==> src/rtl/settings_pkg.sv <==
// Shared sizing for the convolution datapath plus result-sink defaults and types.
package settings_pkg;

  localparam int unsigned DATA_SIZE  = 16;
  localparam int unsigned FULL_SIZE  = 36;

  localparam int unsigned SINK_DEPTH = 16;
  localparam int unsigned SINK_SHIFT = 15;

  typedef logic signed [DATA_SIZE-1:0] sink_data_t;
  typedef logic signed [FULL_SIZE-1:0] full_data_t;

endpackage

==> src/rtl/convol_result_intf.sv <==
// Convolution result stream: core drives the master side, the sink reads the slave side.
interface convol_result_intf;
  import settings_pkg::*;

  full_data_t output_data;
  logic       output_data_valid;

  modport master (output output_data, output output_data_valid);
  modport slave  (input  output_data, input  output_data_valid);

endinterface

==> src/rtl/convol_result_fifo.sv <==
// Synchronous FIFO with occupancy; extra pointer bit separates full from empty.
module convol_result_fifo #(
  parameter int unsigned WIDTH = 16,
  parameter int unsigned DEPTH = 16
) (
  input  logic                     clk,
  input  logic                     reset,
  input  logic                     clear,
  input  logic                     push,
  input  logic [WIDTH-1:0]         wdata,
  input  logic                     pop,
  output logic [WIDTH-1:0]         rdata,
  output logic                     empty,
  output logic                     full,
  output logic [$clog2(DEPTH):0]   level
);

  localparam int unsigned AW = $clog2(DEPTH);

  logic [WIDTH-1:0] mem_q [DEPTH];
  logic [AW:0]      wr_ptr_q, wr_ptr_d;
  logic [AW:0]      rd_ptr_q, rd_ptr_d;
  logic             do_push, do_pop;

  assign empty = (wr_ptr_q == rd_ptr_q);
  assign full  = (wr_ptr_q[AW] != rd_ptr_q[AW]) &&
                 (wr_ptr_q[AW-1:0] == rd_ptr_q[AW-1:0]);
  assign level = wr_ptr_q - rd_ptr_q;

  // A write into a full FIFO is only legal when the head leaves on the same edge.
  assign do_pop  = pop && !empty;
  assign do_push = push && (!full || do_pop);

  assign rdata = empty ? '0 : mem_q[rd_ptr_q[AW-1:0]];

  always_comb begin
    wr_ptr_d = wr_ptr_q;
    rd_ptr_d = rd_ptr_q;
    if (do_push) wr_ptr_d = wr_ptr_q + (AW+1)'(1);
    if (do_pop)  rd_ptr_d = rd_ptr_q + (AW+1)'(1);
  end

  always_ff @(posedge clk or posedge reset) begin
    if (reset) begin
      wr_ptr_q <= '0;
      rd_ptr_q <= '0;
    end else if (clear) begin
      wr_ptr_q <= '0;
      rd_ptr_q <= '0;
    end else begin
      wr_ptr_q <= wr_ptr_d;
      rd_ptr_q <= rd_ptr_d;
    end
  end

  always_ff @(posedge clk) begin
    if (do_push && !clear) mem_q[wr_ptr_q[AW-1:0]] <= wdata;
  end

endmodule

==> src/rtl/convol_result_sink.sv <==
// Result sink: scale register, FIFO, overflow flag and accepted-sample counter.
// Define CONVOL_SINK_SAT_EN to saturate instead of wrap when narrowing.
module convol_result_sink
  import settings_pkg::*;
#(
  parameter int unsigned DEPTH    = SINK_DEPTH,
  parameter int unsigned SHIFT    = SINK_SHIFT,
  parameter int unsigned CNT_SIZE = 32
) (
  input  logic                    clk,
  input  logic                    reset,
  input  logic                    clear,
  input  full_data_t              output_data,
  input  logic                    output_data_valid,
  output sink_data_t              m_data,
  output logic                    m_valid,
  input  logic                    m_ready,
  output logic [$clog2(DEPTH):0]  level,
  output logic                    overflow,
  output logic [CNT_SIZE-1:0]     sample_count
);

  convol_result_intf res_if ();
  assign res_if.output_data       = output_data;
  assign res_if.output_data_valid = output_data_valid;

  sink_data_t          scaled_d, scaled_q;
  logic                scaled_valid_q;
  logic                overflow_q;
  logic [CNT_SIZE-1:0] count_q;
  logic                fifo_empty, fifo_full;
  logic                push, pop, drop;

`ifdef CONVOL_SINK_SAT_EN
  localparam full_data_t SAT_MAX = full_data_t'((longint'(1) << (DATA_SIZE-1)) - 1);
  localparam full_data_t SAT_MIN = ~SAT_MAX;
  full_data_t shifted;

  always_comb begin
    shifted = res_if.output_data >>> SHIFT;
    if (shifted > SAT_MAX)      scaled_d = sink_data_t'(SAT_MAX);
    else if (shifted < SAT_MIN) scaled_d = sink_data_t'(SAT_MIN);
    else                        scaled_d = sink_data_t'(shifted);
  end
`else
  always_comb begin
    scaled_d = sink_data_t'(res_if.output_data >>> SHIFT);
  end
`endif

  always_ff @(posedge clk or posedge reset) begin
    if (reset) begin
      scaled_q       <= '0;
      scaled_valid_q <= 1'b0;
    end else if (clear) begin
      scaled_valid_q <= 1'b0;
    end else begin
      scaled_valid_q <= res_if.output_data_valid;
      if (res_if.output_data_valid) scaled_q <= scaled_d;
    end
  end

  assign pop  = m_valid && m_ready;
  assign push = scaled_valid_q && (!fifo_full || pop);
  assign drop = scaled_valid_q && !push;

  always_ff @(posedge clk or posedge reset) begin
    if (reset) begin
      overflow_q <= 1'b0;
      count_q    <= '0;
    end else if (clear) begin
      overflow_q <= 1'b0;
      count_q    <= '0;
    end else begin
      if (drop) overflow_q <= 1'b1;
      if (push) count_q    <= count_q + CNT_SIZE'(1);
    end
  end

  convol_result_fifo #(
    .WIDTH (DATA_SIZE),
    .DEPTH (DEPTH)
  ) u_fifo (
    .clk   (clk),
    .reset (reset),
    .clear (clear),
    .push  (push),
    .wdata (scaled_q),
    .pop   (pop),
    .rdata (m_data),
    .empty (fifo_empty),
    .full  (fifo_full),
    .level (level)
  );

  assign m_valid      = !fifo_empty;
  assign overflow     = overflow_q;
  assign sample_count = count_q;

endmodule

==> config.mk <==
export PLATFORM = sky130hd
export DESIGN_NAME = convol_result_sink
export DESIGN_NICKNAME = d
export VERILOG_FILES = /design/src/rtl/settings_pkg.sv /design/src/rtl/convol_result_intf.sv /design/src/rtl/convol_result_fifo.sv /design/src/rtl/convol_result_sink.sv
export SDC_FILE = /design/constraint.sdc
export NUM_CORES = 1
export LEC_CHECK = 0
export CAP_MARGIN = 5
export CORE_MARGIN = 2
export CORE_UTILIZATION = 34
export DETAILED_ROUTE_END_ITERATION = 10
export MAX_ROUTING_LAYER = met4
export PLACE_DENSITY_LB_ADDON = 0.1
export SLEW_MARGIN = 40
export SYNTH_ARGS = -nofsm -noshare
export SYNTH_HDL_FRONTEND = slang
export SYNTH_HIERARCHICAL = 1
export SYNTH_SLANG_ARGS = --single-unit
==> constraint.sdc <==
create_clock -name clk -period 4.21 [get_ports clk]
set_clock_uncertainty 0.1 [all_clocks]
set_input_delay 1.263 -clock clk [delete_from_list [all_inputs] [get_ports clk]]
set_output_delay 1.263 -clock clk [all_outputs]
set_load 0.02 [all_outputs]
==> reports/results.txt <==
The run finished with clean final reports. The final hold slack is 0.4399 ns, and the area of the die is 40370 sq um. The run gives 0 as the final number of max-transition violations. The die is 200.9 um tall. The logs give 0.09309 ns for the worst path setup slack after routing and 7705 for the number of global-route vias before repair. The total of fill cells in the finished design came out at 3436. The family with the most delay on the worst path is multiplexers.

No sink is reached through more buffers than the 3 on the longest clock path. The wire length of the first global-routing pass is 47.23 mm. Dividing the detail-routed wire length by the instance count gives 22.15 um.

The final route contains 7179 vias. The path class of the tightest hold or removal check is reg -> reg. For this run, the top clock speed supported by timing is 0.2429 GHz. For the starting utilization of the core area, the log shows 0.3428. The power density normalized to cell area works out to 441.8 nW/um^2. Critical path data required time: 2.85 ns.

For the combined area of all synthesized cells, the log shows 13190 sq um. The count of mapped cells out of synthesis was 752; the number of top-level pins was 96. The leakage component of the power was 5.513 nW; the total length of routed wires was 31.37 mm. Once placement finished, the instance area stood at 14720 sq um. The initial antenna violation count came out at 0.

The fraction of power spent switching nets came out at 0.2088. The total congestion overflow after global routing is 0, and the clock-pin slew of the registers on the worst-case setup and hold paths is 0.06 ns. The count of clock tree sinks is 316. Of all nets on the critical path, the largest fanout is 22. The final instance area was 15990 sq um; the maximum single-stage delay on the critical path was 0.53 ns. The congestion estimate from routability-driven global placement came to 0.7768. The average via count per standard cell works out to 5.070.

After detailed routing, the number of remaining DRC violations is 0. Relative to the synthesized area, the layout overhead comes to 21.24%. The count of nets left with antenna violations once routing finished came out at 0.

The reported max-cap violation count was 0; the number of synthesized register bits was 316. After detailed placement, the design holds a cell count of 1347. The violation count after the first detailed-route iteration was 376. TritonCTS built the clock tree. The global routing usage summed across all routing layers was 0.1609; the area inside the core boundary was 38470 sq um. The clock tree synthesis step divided the H-tree into 2 levels. After synthesis, the cell types taking the most area are sky130_fd_sc_hd__edfxtp_1 58%, sky130_fd_sc_hd__dfrtp_1 11%, sky130_fd_sc_hd__mux4_2 11%. The part of the power in combinational logic is 0.040.

Setup repair after global routing left no endpoint under its margin. The post-synthesis cell type with the largest combined area is sky130_fd_sc_hd__edfxtp_1. The count of buffers added on input and output ports is 75. The half-perimeter wire length after detailed placement was 18.71 mm; the largest net degree at the start of global routing was 51. The utilization after layout is 0.4156. The net switching power was 1.475 mW. The pre-CTS worst setup slack was 0.3225 ns. The share of layout cells above drive strength 1 works out to 0.2472. The count of final hold-check violations came out at 0. The number of distinct library cells after synthesis is 56, and the quantity of hold-fixing buffers added after cts is 0.

By startpoint and endpoint, the worst setup path is classified as reg -> out. Proportion of register bits with asynchronous set or reset after synthesis: 0.1899. For this run, the detailed router's first-pass iteration total came to 5. Synthesized net count: 804. The cell type of the slowest stage on the worst timing path is sky130_fd_sc_hd__mux4_2. For the pin with the worst max-slew slack, the measured transition is 0.7311 ns.

The sequential group share of total power was 0.511. For the finished layout, the period the worst path requires is 4.117 ns. The per-instance average area after synthesis is 17.53 sq um, and the net count of the finished layout is 921. The final worst-path cycle share was 0.9779; the number of warnings issued by yosys was 6.

The run gives 0.6969 as the post-synthesis sequential area ratio. Most common cell after layout, fill and taps aside: sky130_fd_sc_hd__edfxtp_1. The number of enable flip-flop cells after synthesis came out at 256. The number of buffers and inverters on the critical path is 2.

The clock latency at the later pin of the worst-skew pair came out at 0.51 ns. Walking the worst path, the cells encountered are buf_16, mux4_2, mux2_2, o21ai_0, a21oi_1, dlygate4sd2_1. The setup-violating endpoint count in the final report was 0; the fraction of synthesized cell area taken by the top area cell type was 0.5830. The library cells used most frequently in the layout, excluding fill and tap cells, are 256 x sky130_fd_sc_hd__edfxtp_1, 63 x sky130_fd_sc_hd__mux4_2, 58 x sky130_fd_sc_hd__dfrtp_1.

The total CTS buffers is 37. Post-CTS timing repair inserted 0 buffers for setup. The main flop type after synthesis is sky130_fd_sc_hd__edfxtp_1. From left edge to right edge, the die measures 200.9 um. STA classifies the critical path startpoint as a flop. The count of standard-cell rows is 72.

The buffer cell driving the clock tree root was sky130_fd_sc_hd__clkbuf_16. The worst endpoint data arrival time is 2.75 ns. Across the VDD grid, the largest voltage drop is 0.2327 mV. The tools report the antenna diode count as 0. STA classifies the critical path endpoint as an output pin. The run gives 0 ns as the accumulated negative setup slack. Overall power consumption after layout is estimated at 7.062 mW. The proportion of power drawn by the clock network is 0.449. The worst relative slew slack was 0.5126. The finished layout holds 1416 standard cells, fillers aside. The internal portion of the total power is 5.587 mW.
==> per-layer routing <==
metal,share of wire,GRT usage,up-vias
li1,-,-,3223
met1,0.44,0.2044,3760
met2,0.51,0.2732,156
met3,0.034,0.02224,40
met4,0.019,0.03968,0
met5,0,-,-
==> state kept, by name, indices dropped and copies added (netlist names) <==
signal / cells
u_fifo/wr_ptr_q: 5
overflow: 1
u_fifo/rd_ptr_q: 5
u_fifo/mem_q: 256
scaled_q: 16
scaled_valid_q: 1
sample_count: 32
==> power groups by stage <==
stage / registers [mW] / clock network, mW / logic (mW)
floorplan: 3.63 / 0 / 0.172
global placement: 3.66 / 0 / 0.295
detailed placement: 3.68 / 0 / 0.298
CTS: 3.61 / 3.26 / 0.292
global route: 3.62 / 3.39 / 0.309
finish: 3.61 / 3.17 / 0.283
==> cell type report <==
class / count / area [sq um] / share of cell area
Clock inverter: 18 / 191.4 / 0.01198
Multi-Input combinational cell: 379 / 3727 / 0.2332
Sequential cell: 316 / 9194 / 0.5751
Timing Repair Buffer: 116 / 1126 / 0.07044
Clock buffer: 50 / 1027 / 0.06426
Tap cell: 518 / 648.1 / 0.04054
Inverter: 19 / 71.32 / 0.004461
==> worst register-to-register path, cell delays in order (launching register included) <==
cell,delay [ns]
sky130_fd_sc_hd__dfrtp_4,0.55
sky130_fd_sc_hd__inv_1,0.13
sky130_fd_sc_hd__ha_1,0.25
sky130_fd_sc_hd__nand4_1,0.12
sky130_fd_sc_hd__or2_2,0.14
sky130_fd_sc_hd__inv_1,0.09
sky130_fd_sc_hd__nand2b_1,0.29
sky130_fd_sc_hd__a21boi_0,0.33
sky130_fd_sc_hd__buf_4,0.21
sky130_fd_sc_hd__o31a_1,0.27
sky130_fd_sc_hd__nand3b_1,0.19
sky130_fd_sc_hd__nor2_1,0.25
sky130_fd_sc_hd__buf_4,0.30
==> what timing repair did <==
item                       CTS  global route
gates resized for setup     14            10
setup endpoints to repair   16             9
gates cloned                 0             1
==> path summary, 6_finish.rpt <==
path | end | start | slack (ns) | cells after the start
max in group asynchronous | scaled_q[1]$_DFFE_PP0P_ | reset | 2.20 | 3
min in group asynchronous | u_fifo/rd_ptr_q[1]$_DFFE_PP0P_ | reset | 1.03 | 2
max reg2reg | u_fifo/mem_q[8][10]$_DFFE_PP_ | u_fifo/rd_ptr_q[1]$_DFFE_PP0P_ | 0.67 | 12
max | m_data[7] | u_fifo/rd_ptr_q[1]$_DFFE_PP0P_ | 0.09 | 6
min reg2reg | overflow$_DFFE_PP0P_ | overflow$_DFFE_PP0P_ | 0.44 | 2
min | overflow$_DFFE_PP0P_ | overflow$_DFFE_PP0P_ | 0.44 | 2
==> synth_stat cells (4+ instances only) <==
master	count
sky130_fd_sc_hd__edfxtp_1	256
sky130_fd_sc_hd__buf_2	15
sky130_fd_sc_hd__and2b_2	4
sky130_fd_sc_hd__xor2_1	4
sky130_fd_sc_hd__buf_4	4
sky130_fd_sc_hd__nand2b_1	5
sky130_fd_sc_hd__or3_1	7
sky130_fd_sc_hd__a21oi_1	37
sky130_fd_sc_hd__nor4_1	5
sky130_fd_sc_hd__nor2_1	44
sky130_fd_sc_hd__mux2_1	10
sky130_fd_sc_hd__o21ai_0	19
sky130_fd_sc_hd__xnor2_1	12
sky130_fd_sc_hd__o31ai_1	11
sky130_fd_sc_hd__nand2_1	14
sky130_fd_sc_hd__mux2_2	33
sky130_fd_sc_hd__ha_1	10
sky130_fd_sc_hd__nor2b_1	9
sky130_fd_sc_hd__mux2i_1	18
sky130_fd_sc_hd__mux4_2	63
sky130_fd_sc_hd__dfrtp_1	60
sky130_fd_sc_hd__clkbuf_1	10
sky130_fd_sc_hd__or4_1	10
sky130_fd_sc_hd__nand4_1	4
sky130_fd_sc_hd__o21ai_1	4
sky130_fd_sc_hd__buf_6	4
sky130_fd_sc_hd__nand3_1	18
sky130_fd_sc_hd__inv_1	18
sky130_fd_sc_hd__nor4_2	5
==> kinds of logic (layout without fill, tap and decap cells) <==
| logic type | count (synthesis) | in the layout | synth area share |
|---|---|---|---|
| flip-flops | 316 | 316 | 0.6969 |
| adder cells (fa/ha/maj) | 11 | 11 | 0.01101 |
| XOR/XNOR | 16 | 16 | 0.01063 |
| AO/OA/AOI/OAI | 86 | 86 | 0.03777 |
| AND/OR/NAND/NOR | 142 | 142 | 0.06301 |
| buffers and inverters | 57 | 203 | 0.02268 |
| multiplexers | 124 | 124 | 0.1580 |
No activity file was read; power rests on OpenSTA's default activity.
